## src/rtl/des_key_schedule.sv

```systemverilog
// rtl/des_key_schedule.sv - DES key schedule: PC-1 then per-round C/D rotation, one CD word per handshake
// Optional feature macro: DES_KEY_PARITY_CHECK_EN (adds parity_err output)

module des_key_schedule (
  input  logic        clk,
  input  logic        rst,
  input  logic        start,
  input  logic [1:64] key_in,
  input  logic        decrypt,
  output logic [1:56] cd_out,
  output logic        cd_valid,
  input  logic        cd_ready,
  output logic [4:0]  round,
  output logic        busy,
  output logic        done
`ifdef DES_KEY_PARITY_CHECK_EN
  ,
  output logic        parity_err
`endif
);

  typedef enum logic {IDLE, ROUND} stateT;

  stateT      state;
  logic       decQ;
  logic [1:56] keyPc1;
  logic [4:0] shiftIdx;

  // PC-1 drops the parity bits and splits the key into C (first 28) and D (last 28)
  function automatic logic [1:56] pc1(input logic [1:64] k);
    return {k[57], k[49], k[41], k[33], k[25], k[17], k[9],  k[1],
            k[58], k[50], k[42], k[34], k[26], k[18], k[10], k[2],
            k[59], k[51], k[43], k[35], k[27], k[19], k[11], k[3],
            k[60], k[52], k[44], k[36],
            k[63], k[55], k[47], k[39], k[31], k[23], k[15], k[7],
            k[62], k[54], k[46], k[38], k[30], k[22], k[14], k[6],
            k[61], k[53], k[45], k[37], k[29], k[21], k[13], k[5],
            k[28], k[20], k[12], k[4]};
  endfunction

  function automatic logic [1:28] rotl(input logic [1:28] h, input logic two);
    return two ? {h[3:28], h[1:2]} : {h[2:28], h[1]};
  endfunction

  function automatic logic [1:28] rotr(input logic [1:28] h, input logic two);
    return two ? {h[27:28], h[1:26]} : {h[28], h[1:27]};
  endfunction

  // C and D rotate independently; decrypt walks the schedule backwards
  function automatic logic [1:56] stepCd(input logic [1:56] cd, input logic dec, input logic two);
    return dec ? {rotr(cd[1:28], two), rotr(cd[29:56], two)}
               : {rotl(cd[1:28], two), rotl(cd[29:56], two)};
  endfunction

  // Shift table entry S[idx] is 1 for rounds 1, 2, 9 and 16, otherwise 2
  function automatic logic isDouble(input logic [4:0] idx);
    return !(idx == 5'd1 || idx == 5'd2 || idx == 5'd9 || idx == 5'd16);
  endfunction

  assign keyPc1 = pc1(key_in);

  // Encrypt moving to round r+1 uses S[r+1]; decrypt undoing round 17-r uses S[17-r]
  assign shiftIdx = decQ ? (5'd17 - round) : (round + 5'd1);

`ifdef DES_KEY_PARITY_CHECK_EN
  // A DES key byte is valid only with odd parity
  function automatic logic anyEvenByte(input logic [1:64] k);
    logic e;
    e = 1'b0;
    for (int b = 0; b < 8; b++) e = e | ~^k[8*b+1 +: 8];
    return e;
  endfunction
`else
  logic unusedParityBits;
  assign unusedParityBits = ^{key_in[8], key_in[16], key_in[24], key_in[32],
                              key_in[40], key_in[48], key_in[56], key_in[64]};
`endif

  // Schedule FSM: load on start, advance one round per accepted word, pulse done after round 16
  always_ff @(posedge clk or posedge rst) begin
    if (rst) begin
      state    <= IDLE;
      decQ     <= 1'b0;
      cd_out   <= '0;
      cd_valid <= 1'b0;
      round    <= 5'd0;
      busy     <= 1'b0;
      done     <= 1'b0;
`ifdef DES_KEY_PARITY_CHECK_EN
      parity_err <= 1'b0;
`endif
    end else begin
      done <= 1'b0;
      case (state)
        IDLE: begin
          if (start) begin
            state    <= ROUND;
            decQ     <= decrypt;
            // Decrypt starts at C16D16, which equals C0D0 since the total rotation is 28
            cd_out   <= decrypt ? keyPc1 : stepCd(keyPc1, 1'b0, 1'b0);
            round    <= 5'd1;
            busy     <= 1'b1;
            cd_valid <= 1'b1;
`ifdef DES_KEY_PARITY_CHECK_EN
            parity_err <= anyEvenByte(key_in);
`endif
          end
        end
        ROUND: begin
          if (cd_ready) begin
            if (round == 5'd16) begin
              state    <= IDLE;
              cd_valid <= 1'b0;
              busy     <= 1'b0;
              round    <= 5'd0;
              done     <= 1'b1;
            end else begin
              round  <= round + 5'd1;
              cd_out <= stepCd(cd_out, decQ, isDouble(shiftIdx));
            end
          end
        end
        default: state <= IDLE;
      endcase
    end
  end

endmodule

```

## config.mk

```make
export PLATFORM = sky130hd
export DESIGN_NAME = des_key_schedule
export DESIGN_NICKNAME = d
export VERILOG_FILES = /design/src/rtl/des_key_schedule.sv
export SDC_FILE = /design/constraint.sdc
export NUM_CORES = 1
export LEC_CHECK = 0
export BUFFER_PORTS_ARGS = -buffer_cell sky130_fd_sc_hd__buf_2
export CELL_PAD_IN_SITES_DETAIL_PLACEMENT = 1
export CELL_PAD_IN_SITES_GLOBAL_PLACEMENT = 1
export CORE_MARGIN = 5
export CORE_UTILIZATION = 39
export DETAILED_ROUTE_END_ITERATION = 12
export PLACE_DENSITY = 0.75
export SYNTH_ARGS = -nofsm -noshare
export SYNTH_HDL_FRONTEND = slang
export SYNTH_SLANG_ARGS = --single-unit
```

## constraint.sdc

```tcl
create_clock -name clk -period 2.6 [get_ports clk]
set_input_delay 0.52 -clock clk [delete_from_list [all_inputs] [get_ports clk]]
set_output_delay 0.52 -clock clk [all_outputs]
set_load 0.02 [all_outputs]
```

==> summary.md, run 1 <==
| Metric | Value |
|---|---|
| Leak | `3.90 nW` |
| Status | `completed` |
| Crit. End Element | `flop` |
| Leading cell type in the layout, fill and taps excluded | `nor3_1` |
| Crit path required time | `2850 ps` |
| RSZ-0062 raised after global routing | `no` |
| GPL Wtd Cong | `0.792` |
| Mapped Nets | `1,108` |
| Share of layout cells above drive strength 1 | `0.335` |
| Post-DP HPWL | `17,900 um` |
| I/O pin total | `133` |
| TNS Setup | `0 ps` |
| Arr. time, crit path | `2700 ps` |
| Clk_lat worst skew | `350 ps` |
| Clock Tree Buf Depth | `2` |
| Worst Skew | `9.26 ps` |
| Origin of the critical flop-to-flop path | `round[1]` |
| Slew headroom | `0.607` |
| Count of final setup violators | `0` |
| Synth warnings | `0` |
| Initial antenna violation count | `0` |
| Reg2Reg Depth | `10` |
| CTS tree | `done` |
| Final ANT Viol Nets | `0` |
| Initial core utilization | `0.393` |
| Share of the synthesized area in the top cell type | `0.199` |
| Total wire length | `27,000 um` |
| CP Capture Point | `cd_out[23]` |
| Vias per cell | `6.34` |
| DRT iter0 DRCs | `599` |
| Crit path max fanout | `27` |
| Dominant cells by area after synthesis | `dfrtp_1 20%, nor3_1 10%, mux2_4 7.3%, mux2i_1 7.0%, o32a_1 6.8%` |
| Max_cap viols | `0` |
| Post-synthesis cell type count | `39` |
| GRT Residual Overflow | `0` |
| DR pass1 iterations | `5` |
| Final worst path period share | `0.942` |
| R2R setup slack | `150 ps` |
| Area growth syn-to-layout | `14.2%` |
| Seq cells post-synth | `65` |
| Inserted Diodes | `0` |
| Total power | `0.0145 W` |
| Max-slew violation count | `0` |
| DR WL/cell | `20.6 um` |
| VDD IR max | `0.812 mV` |
| Worst slew pin tran | `588 ps` |
| Clock slew at reported path FFs | `60 ps` |
| Die ar. | `0.0240 mm2` |
| H-Tree Depth | `3` |
| Hold Worst Slack | `229 ps` |
| Chip width | `155 um` |
| Reg2reg end | `cd_out[23]` |
| Via count | `8,318` |
| Yosys top cell by area | `dfrtp_1` |
| Hold Vio Cnt, Final | `0` |
| Hold/Removal Path Class | `input pin to async pin` |
| FMAX | `0.408 GHz` |
| Synthesized area per cell | `7.91 um2` |
| # nets final | `1,104` |
| DRC errors left | `0` |
| Core ar. | `0.0208 mm2` |
| Die H | `155 um` |
| Port Buffer Count | `124` |
| Root Driver | `clkbuf_16` |
| Num rows | `53` |
| Vias in the first global route | `8,159` |
| Mapped Cells | `1,035` |
| Largest net degree at the start of global routing | `60` |
| GRT Overall Usage | `0.213` |
| Cts hold-fix bufs | `0` |
| Setup crit start | `round[1]` |
| Most frequent cells in the layout | `171 x nor3_1, 123 x buf_2, 64 x dfrtp_1, 61 x o21ai_0, 60 x nor2_1` |
| Tmin final | `2450 ps` |
| First-pass GRT wire length | `43,100 um` |
| Clk sinks | `65` |
| Critical path class | `flop to flop` |
| Pwr dens | `1550 mW/mm2` |
| Register area share after synthesis | `0.199` |
| CP Launch Type | `flop` |
| Num CTS Buffers | `9` |
| Post-synthesis cell area | `0.00819 mm2` |
per-stage QoR:
stage / instances / cell area [um2] / setup slack (ps) / util
floorplan: 1035 / 8190 / 16.0 / -
global placement: 1290 / 8970 / 234 / 0.431
detailed placement: 1290 / 8970 / 142 / 0.431
CTS: 1306 / 9270 / 110 / 0.445
global route: 1311 / 9350 / 1.56 / 0.449
finish: 1311 / 9350 / 151 / 0.449
repair_timing:
| item | in CTS | in global routing |
|---|---|---|
| setup endpoints to repair | 0 | 2 |
| hold endpoints to repair | 0 | 0 |
| setup buffers | 0 | 3 |
| resized for setup | 0 | 1 |
routing by layer:
metal,vias up,routed length [um],GRT usage
met4,0,253,0.0547
met2,229,12200,0.330
met3,20,1400,0.0409
met1,4155,13100,0.305
li1,3914,-,-
met5,-,0,0
Yosys cell counts:
master / number
nand2_1: 10
buf_2: 25
or3_1: 1
o31ai_2: 40
o21a_1: 1
o21bai_1: 1
dfrtp_1: 65
mux2i_1: 57
or3b_1: 1
a221o_1: 1
nor3_1: 171
xor2_2: 1
nand4bb_1: 1
xor2_1: 1
ha_1: 4
buf_6: 5
and3_1: 1
a21oi_1: 3
or2_2: 58
buf_4: 3
nor2b_1: 57
mux2_4: 40
mux2_2: 16
buf_1: 65
o221ai_1: 56
a22o_1: 1
nand2b_1: 3
xnor2_1: 2
xnor2_2: 1
o32a_1: 56
a31oi_1: 58
a41oi_2: 1
nor3b_1: 2
nor2_1: 60
o31ai_1: 17
o21ai_0: 61
nand3_1: 3
inv_1: 5
clkbuf_1: 81
where the power goes:
| part | total (W) | switching [W] | internal [W] |
|---|---|---|---|
| sequential | 0.00188 | 0.000460 | 0.00141 |
| clock | 0.00130 | 0.000529 | 0.000771 |
| combinational | 0.0113 | 0.00643 | 0.00489 |
| total | 0.0145 | 0.00742 | 0.00708 |
state kept, by name, indices dropped and copies added, names as in the netlist:
register  cells
cd_out       56
round         5
busy          1
decQ          1
done          1
state         1
worst max-delay path: stages (launching register included):
cell	delay, ps
dfrtp_1	370
buf_4	160
ha_1	240
and3_1	230
buf_4	170
xor2_4	200
buf_4	160
buf_12	170
nor3_1	90
o32a_1	360
o31ai_2	190
final cells by class:
cell class | instances | area, um2
inverter | 5 | 18.8
multi-input combinational | 786 | 5910
tap | 275 | 344
sequential | 65 | 1630
clock inverter | 6 | 67.6
timing repair buffer | 164 | 1150
fill | 2503 | 11500
clock buffer | 10 | 239
how the worst min path moves through the flow:
stage | startpoint | end | slack [ps] | cells past startpoint
floorplan | state | round[0] | 520 | 1
global placement | busy | busy | 470 | 2
detailed placement | busy | busy | 480 | 2
CTS | rst | cd_out[11] | 240 | 2
global route | rst | cd_out[11] | 270 | 2
finish | rst | cd_out[11] | 230 | 2
cells by family after synthesis:
family,after synthesis,synth area share
simple gates,368,0.234
compound gates,296,0.295
buf+inv,184,0.0941
mux,113,0.165
flops,65,0.199
xor+xnor,5,0.00718
fa+ha+maj,4,0.00611
No activity file was read; power rests on OpenSTA's default activity.
==> run 2, diff against run 1 <==
- clock period: 2.6 -> 2 ns (I/O delays scaled with it)
==> summary.md, run 2 (synthesis gave the netlist of run 1 again) <==
| Metric | Value |
|---|---|
| CP Launch Type | `flop (unchanged)` |
| Clock Tree Buf Depth | `2 (unchanged)` |
| First-pass GRT wire length | `47,700 um (was 43,100 um)` |
| Root Driver | `clkbuf_16 (unchanged)` |
| Final ANT Viol Nets | `0 (unchanged)` |
| P_sw | `0.0114 W (was 0.00742 W)` |
| Port Buffer Count | `124 (unchanged)` |
| # nets final | `1,147 (was 1,104)` |
| Die ar. | `0.0240 mm2 (unchanged)` |
| DRC errors left | `0 (unchanged)` |
| Slew headroom | `0.714 (was 0.607)` |
| Initial antenna violation count | `0 (unchanged)` |
| Core ar. | `0.0208 mm2 (unchanged)` |
| Crit path required time | `2220 ps (was 2850 ps)` |
| Inserted Diodes | `0 (unchanged)` |
| Clk sinks | `65 (unchanged)` |
| Final core utilization | `0.510 (was 0.449)` |
| Hold Vio Cnt, Final | `0 (unchanged)` |
| Count of final setup violators | `56 (was 0)` |
| VDD IR max | `0.993 mV (was 0.812 mV)` |
| DRT iter0 DRCs | `570 (was 599)` |
| R2R setup slack | `-350 ps (was 150 ps)` |
| Setup crit start | `round[1] (unchanged)` |
| Worst slew pin tran | `428 ps (was 588 ps)` |
| Max_cap viols | `0 (unchanged)` |
| Cts hold-fix bufs | `0 (unchanged)` |
| DR WL/cell | `22.9 um (was 20.6 um)` |
| FMAX | `0.426 GHz (was 0.408 GHz)` |
| Power share of the combinational group | `0.822 (was 0.781)` |
| Arr. time, crit path | `2570 ps (was 2700 ps)` |
| Reg2Reg Depth | `9 (was 10)` |
| Placed cell areas | `0.00967 mm2 (was 0.00897 mm2)` |
| Leak | `4.38 nW (was 3.90 nW)` |
| GRT Overall Usage | `0.239 (was 0.213)` |
| Initial core utilization | `0.393 (unchanged)` |
| Sequential share of power | `0.108 (was 0.129)` |
| Chip width | `155 um (unchanged)` |
| Setup ws final | `-350 ps (was 151 ps)` |
| Largest net degree at the start of global routing | `66 (was 60)` |
| Via count | `8,718 (was 8,318)` |
| Pwr dens | `2130 mW/mm2 (was 1550 mW/mm2)` |
| Max-slew violation count | `0 (unchanged)` |
| P_int | `0.0112 W (was 0.00708 W)` |
| Total wire length | `31,000 um (was 27,000 um)` |
| Status | `finished, violations left (was completed)` |
| Largest register FFs | `56 (unchanged)` |
| Largest registers | `cd_out (56), round (5) (unchanged)` |
| Most frequent cells in the layout | `167 x nor3_1, 123 x buf_2, 61 x o21ai_0, 61 x dfrtp_1, 60 x nor2_1 (was 171 x nor3_1, 123 x buf_2, 64 x dfrtp_1, 61 x o21ai_0, 60 x nor2_1)` |
| Leading cell type in the layout, fill and taps excluded | `nor3_1 (unchanged)` |
| Num rows | `53 (unchanged)` |
| Final Instance Area | `0.0106 mm2 (was 0.00935 mm2)` |
| CP Capture Point | `cd_out[15] (was cd_out[23])` |
| Clk_lat worst skew | `350 ps (about the same)` |
| Post-DP HPWL | `18,700 um (was 17,900 um)` |
| Area growth syn-to-layout | `29.7% (was 14.2%)` |
| RSZ-0062 raised after global routing | `yes (was no)` |
| Vias per cell | `6.44 (was 6.34)` |
| Vias in the first global route | `8,989 (was 8,159)` |
| Die H | `155 um (unchanged)` |
| Clock slew at reported path FFs | `60 ps (about the same)` |
| Crit. End Element | `flop (unchanged)` |
| Reg2reg end | `cd_out[15] (was cd_out[23])` |
| Worst Skew | `7.28 ps (was 9.26 ps)` |
| CTS tree | `done (unchanged)` |
| Final worst path period share | `1.17 (was 0.942)` |
| Largest reg by FF count | `cd_out (unchanged)` |
| Origin of the critical flop-to-flop path | `round[1] (unchanged)` |
| DR pass1 iterations | `5 (unchanged)` |
| GPL Wtd Cong | `0.783 (was 0.792)` |
| Failing checks | `setup timing` |
| Critical path class | `flop to flop (unchanged)` |
| Switching share of total power | `0.503 (was 0.512)` |
| Tmin final | `2350 ps (was 2450 ps)` |
| Clock power share | `0.070 (was 0.090)` |
| Fillers | `2,422 (was 2,503)` |
| Share of layout cells above drive strength 1 | `0.429 (was 0.335)` |
| H-Tree Depth | `3 (unchanged)` |
| Hold/Removal Path Class | `input pin to async pin (unchanged)` |
| Num CTS Buffers | `9 (unchanged)` |
| Crit path max fanout | `25 (was 27)` |
| GRT Residual Overflow | `0 (unchanged)` |
| I/O pin total | `133 (unchanged)` |
## run 2: cell types whose count changed in the layout (fill, tap and decap cells not counted), moves of 5 or more
cell / previous run / this run
buf_12: 15 / 33
buf_16: 0 / 5
buf_4: 24 / 32
buf_6: 0 / 5
o221ai_1: 56 / 13
o221ai_2: 0 / 43
o31ai_1: 17 / 2
o31ai_2: 40 / 47
o31ai_4: 0 / 8
## run 2: power by group through the flow
stage / Combinational [W] / Sequential, W / Clock (W)
floorplan: 0.0122 / 0.00285 / 0
global placement: 0.0155 / 0.00242 / 0
detailed placement: 0.0160 / 0.00244 / 0
CTS: 0.0171 / 0.00243 / 0.00161
global route: 0.0196 / 0.00252 / 0.00165
finish: 0.0186 / 0.00245 / 0.00159
## run 2: layout make-up
type | instances | area, um2 | area share
clock buffers | 11 | 253 | 0.0238
clock inverters | 5 | 30.0 | 0.00283
inverters | 5 | 27.5 | 0.00259
multi-input cells | 786 | 6390 | 0.601
flip-flops and latches | 65 | 1630 | 0.154
well taps | 275 | 344 | 0.0324
repair buffers | 207 | 1950 | 0.183
## run 2: routing by layer
layer / routed length [um] / global-route usage
met4: 1120 / 0.0875
met5: 0 / 0
met2: 15500 / 0.430
met3: 1480 / 0.0309
met1: 12900 / 0.292
## run 2: how the worst min path moves through the flow
| stage | from | slack [ps] | endpoint | cells past startpoint |
|---|---|---|---|---|
| floorplan | cd_ready | 510 | round[0] | 1 |
| global placement | busy | 480 | busy | 2 |
| detailed placement | busy | 520 | busy | 2 |
| CTS | rst | 170 | cd_out[43] | 3 |
| global route | rst | 190 | round[1] | 3 |
| finish | rst | 160 | round[1] | 3 |
## run 2: repair_timing
| action | 4_1_cts | 5_1_grt |
|---|---|---|
| hold endpoints to repair | 0 | 0 |
| pin swaps | 7 | 13 |
| gates resized for setup | 27 | 14 |
| setup buffers | 7 | 4 |
| cloned | 7 | 6 |
| setup endpoints to repair | 56 | 56 |
## run 2: per-stage QoR
| step | power, W | instances | TNS [ps] | hold slack (ps) | setup WS, ps |
|---|---|---|---|---|---|
| 6_report | 0.0226 | 1354 | -16260 | 157 | -350 |
| 5_1_grt | 0.0238 | 1354 | -20920 | 192 | -439 |
| 4_1_cts | 0.0211 | 1344 | -13620 | 170 | -299 |
| 3_5_place_dp | 0.0184 | 1315 | -14880 | 522 | -355 |
| 3_3_place_gp | 0.0179 | 1315 | -11660 | 479 | -247 |
| 2_1_floorplan | 0.0151 | 1035 | -10430 | 508 | -212 |
## run 2: worst max-delay path, stage by stage, from the launching register on
cell	delay, ps
dfrtp_2	470
ha_1	260
xnor2_1	160
buf_4	150
nand3_4	170
buf_12	220
buf_4	140
nor3_1	230
o32a_1	300
o31ai_4	100
==> run 3, diff against run 2 <==
- PLACE_DENSITY: 0.75 -> unset
- PLACE_DENSITY_LB_ADDON: unset -> 0.1
==> summary.md, run 3 (synthesis gave the netlist of run 1 again) <==
| Metric | Value |
|---|---|
| Vias in the first global route | `8,685 (was 8,989)` |
| Cts hold-fix bufs | `0 (unchanged)` |
| Chip width | `155 um (unchanged)` |
| Post-DP HPWL | `18,400 um (was 18,700 um)` |
| DR WL/cell | `22.8 um (was 22.9 um)` |
| Clk_lat worst skew | `350 ps (about the same)` |
| DR pass1 iterations | `5 (unchanged)` |
| Inserted Diodes | `0 (unchanged)` |
| CP Capture Point | `cd_out[1] (was cd_out[15])` |
| Clock slew at reported path FFs | `60 ps (about the same)` |
| Slew headroom | `0.711 (was 0.714)` |
| Core ar. | `0.0208 mm2 (unchanged)` |
| Final ANT Viol Nets | `0 (unchanged)` |
| Largest net degree at the start of global routing | `66 (unchanged)` |
| Max_cap viols | `0 (unchanged)` |
| First-pass GRT wire length | `47,000 um (was 47,700 um)` |
| Most frequent cells in the layout | `167 x nor3_1, 123 x buf_2, 61 x dfrtp_1, 60 x nor2_1, 60 x o21ai_0 (was 167 x nor3_1, 123 x buf_2, 61 x o21ai_0, 61 x dfrtp_1, 60 x nor2_1)` |
| Hold/Removal Path Class | `input pin to async pin (unchanged)` |
| Clock Tree Buf Depth | `2 (unchanged)` |
| Die ar. | `0.0240 mm2 (unchanged)` |
| Via count | `8,493 (was 8,718)` |
| Critical Path Stages | `9 (unchanged)` |
| Hold Vio Cnt, Final | `0 (unchanged)` |
| Final core utilization | `0.520 (was 0.510)` |
| Crit path max fanout | `14 (was 25)` |
| Sequential share of power | `0.105 (was 0.108)` |
| DRC errors left | `0 (unchanged)` |
| Final Instance Area | `0.0108 mm2 (was 0.0106 mm2)` |
| Port Buffer Count | `124 (unchanged)` |
| Initial core utilization | `0.393 (unchanged)` |
| Num rows | `53 (unchanged)` |
| Worst slew pin tran | `434 ps (was 428 ps)` |
| Num CTS Buffers | `9 (unchanged)` |
| RSZ-0062 raised after global routing | `yes (unchanged)` |
| Fillers | `2,400 (was 2,422)` |
| GRT Residual Overflow | `0 (unchanged)` |
| Largest reg by FF count | `cd_out (unchanged)` |
| Placed cell areas | `0.00966 mm2 (was 0.00967 mm2)` |
| Reg2reg end | `cd_out[1] (was cd_out[15])` |
| CTS tree | `done (unchanged)` |
| Placed Cells | `1,319 (was 1,315)` |
| Origin of the critical flop-to-flop path | `round[1] (unchanged)` |
| Vias per cell | `6.24 (was 6.44)` |
| VDD IR max | `0.779 mV (was 0.993 mV)` |
| Crit. End Element | `flop (unchanged)` |
| CP Cell Sequence | `ha_4 -> and3_4 -> buf_12 -> xnor2_4 -> buf_12 -> clkbuf_16 -> nor3_1 -> o32a_1 -> o31ai_2 (was ha_1 -> xnor2_1 -> buf_4 -> nand3_4 -> buf_12 -> buf_4 -> nor3_1 -> o32a_1 -> o31ai_4)` |
| Setup crit start | `round[1] (unchanged)` |
| Clock power share | `0.080 (was 0.070)` |
| Crit-path most repeated cell | `buf_12 (was buf_4)` |
| CP Launch Type | `flop (unchanged)` |
| Final worst path period share | `1.15 (was 1.17)` |
| I/O pin total | `133 (unchanged)` |
| Critical path class | `flop to flop (unchanged)` |
| Reg2Reg Depth | `9 (unchanged)` |
| Max-slew violation count | `0 (unchanged)` |
| CP top delay family | `compound AO/OA/AOI/OAI gates (was buffers and inverters)` |
| Worst Skew | `7.11 ps (was 7.28 ps)` |
| Share of layout cells above drive strength 1 | `0.428 (was 0.429)` |
| Arr. time, crit path | `2550 ps (was 2570 ps)` |
| Switching share of total power | `0.493 (was 0.503)` |
| P_sw | `0.0114 W (about the same)` |
| Count of final setup violators | `56 (unchanged)` |
| WP buf/inv | `3 (unchanged)` |
| Leak | `4.44 nW (was 4.38 nW)` |
| Largest registers | `cd_out (56), round (5) (unchanged)` |
| GPL Wtd Cong | `0.751 (was 0.783)` |
| Failing checks | `setup timing (unchanged)` |
| P_int | `0.0118 W (was 0.0112 W)` |
| Status | `finished, violations left (unchanged)` |
| Setup ws final | `-299 ps (was -350 ps)` |
| Area growth syn-to-layout | `32.2% (was 29.7%)` |
| Total wire length | `31,000 um (about the same)` |
| Power share of the combinational group | `0.816 (was 0.822)` |
| Critical Path Max Stage Delay | `450 ps (was 470 ps)` |
| Initial antenna violation count | `0 (unchanged)` |
| Pwr dens | `2140 mW/mm2 (was 2130 mW/mm2)` |
| Root Driver | `clkbuf_16 (unchanged)` |
| R2R setup slack | `-300 ps (was -350 ps)` |
| Layout Cells excl Fill | `1,361 (was 1,354)` |
| Total power | `0.0232 W (was 0.0226 W)` |
| GRT Overall Usage | `0.236 (was 0.239)` |
| Die H | `155 um (unchanged)` |
| DRT iter0 DRCs | `519 (was 570)` |
| Clk sinks | `65 (unchanged)` |
| FMAX | `0.435 GHz (was 0.426 GHz)` |
| Largest register FFs | `56 (unchanged)` |
| Crit path required time | `2250 ps (was 2220 ps)` |
| CP max stage cell | `dfrtp_2 (unchanged)` |
| # nets final | `1,154 (was 1,147)` |
| H-Tree Depth | `3 (unchanged)` |
| Tmin final | `2300 ps (was 2350 ps)` |
| Leading cell type in the layout, fill and taps excluded | `nor3_1 (unchanged)` |
==> run 3: worst min path at each step <==
stage / start / end / slack (ps) / cells past startpoint
2_1_floorplan: cd_ready / round[0] / 510 / 1
3_3_place_gp: busy / busy / 490 / 2
3_5_place_dp: busy / busy / 500 / 2
4_1_cts: rst / round[0] / 180 / 3
5_1_grt: rst / round[0] / 200 / 3
6_report: rst / round[0] / 170 / 3
==> run 3: metrics by stage <==
| stage | setup WS, ps | hold WS [ps] | TNS (ps) |
|---|---|---|---|
| 2_1_floorplan | -212 | 508 | -10430 |
| 3_3_place_gp | -222 | 486 | -11000 |
| 3_5_place_dp | -301 | 501 | -13390 |
| 4_1_cts | -275 | 182 | -12230 |
| 5_1_grt | -365 | 202 | -17730 |
| 6_report | -299 | 167 | -13830 |
==> run 3: layout make-up <==
| type | count | area (um2) | share of cell area |
|---|---|---|---|
| Clock inverter | 2 | 60.1 | 0.00555 |
| Sequential cell | 65 | 1630 | 0.151 |
| Timing Repair Buffer | 214 | 2040 | 0.189 |
| Clock buffer | 14 | 264 | 0.0244 |
| Multi-Input combinational cell | 786 | 6460 | 0.596 |
| Inverter | 5 | 27.5 | 0.00254 |
| Tap cell | 275 | 344 | 0.0318 |
==> run 3: per-layer routing <==
layer  track usage  vias up  share of wire
met3        0.0270       41          0.030
met2         0.425      158           0.51
li1              -     4007              -
met1         0.301     4287           0.44
met4        0.0542        0          0.022
met5             0        -              0
==> run 3: timing repair <==
item | in CTS | in global routing
buffers inserted | 3 | 4
pin swaps | 5 | 24
endpoints found under the setup margin | 56 | 56
gates resized for setup | 19 | 36
cloned | 5 | 14
==> run 3: power groups by stage <==
stage	clock, W	combinational [W]	sequential (W)
after global placement	0	0.0157	0.00244
after floorplan	0	0.0122	0.00285
after detailed placement	0	0.0160	0.00244
after global routing	0.00193	0.0201	0.00252
after CTS	0.00188	0.0167	0.00242
final	0.00185	0.0189	0.00243
==> run 3: worst reg2reg max path, delay by kind of cell, from the launching register on <==
| kind | cells | cell delay (ps) |
|---|---|---|
| simple gates | 2 | 260 |
| xor+xnor | 1 | 180 |
| buf+inv | 3 | 510 |
| compound gates | 2 | 620 |
| fa+ha+maj | 1 | 180 |
| flops | 1 | 450 |
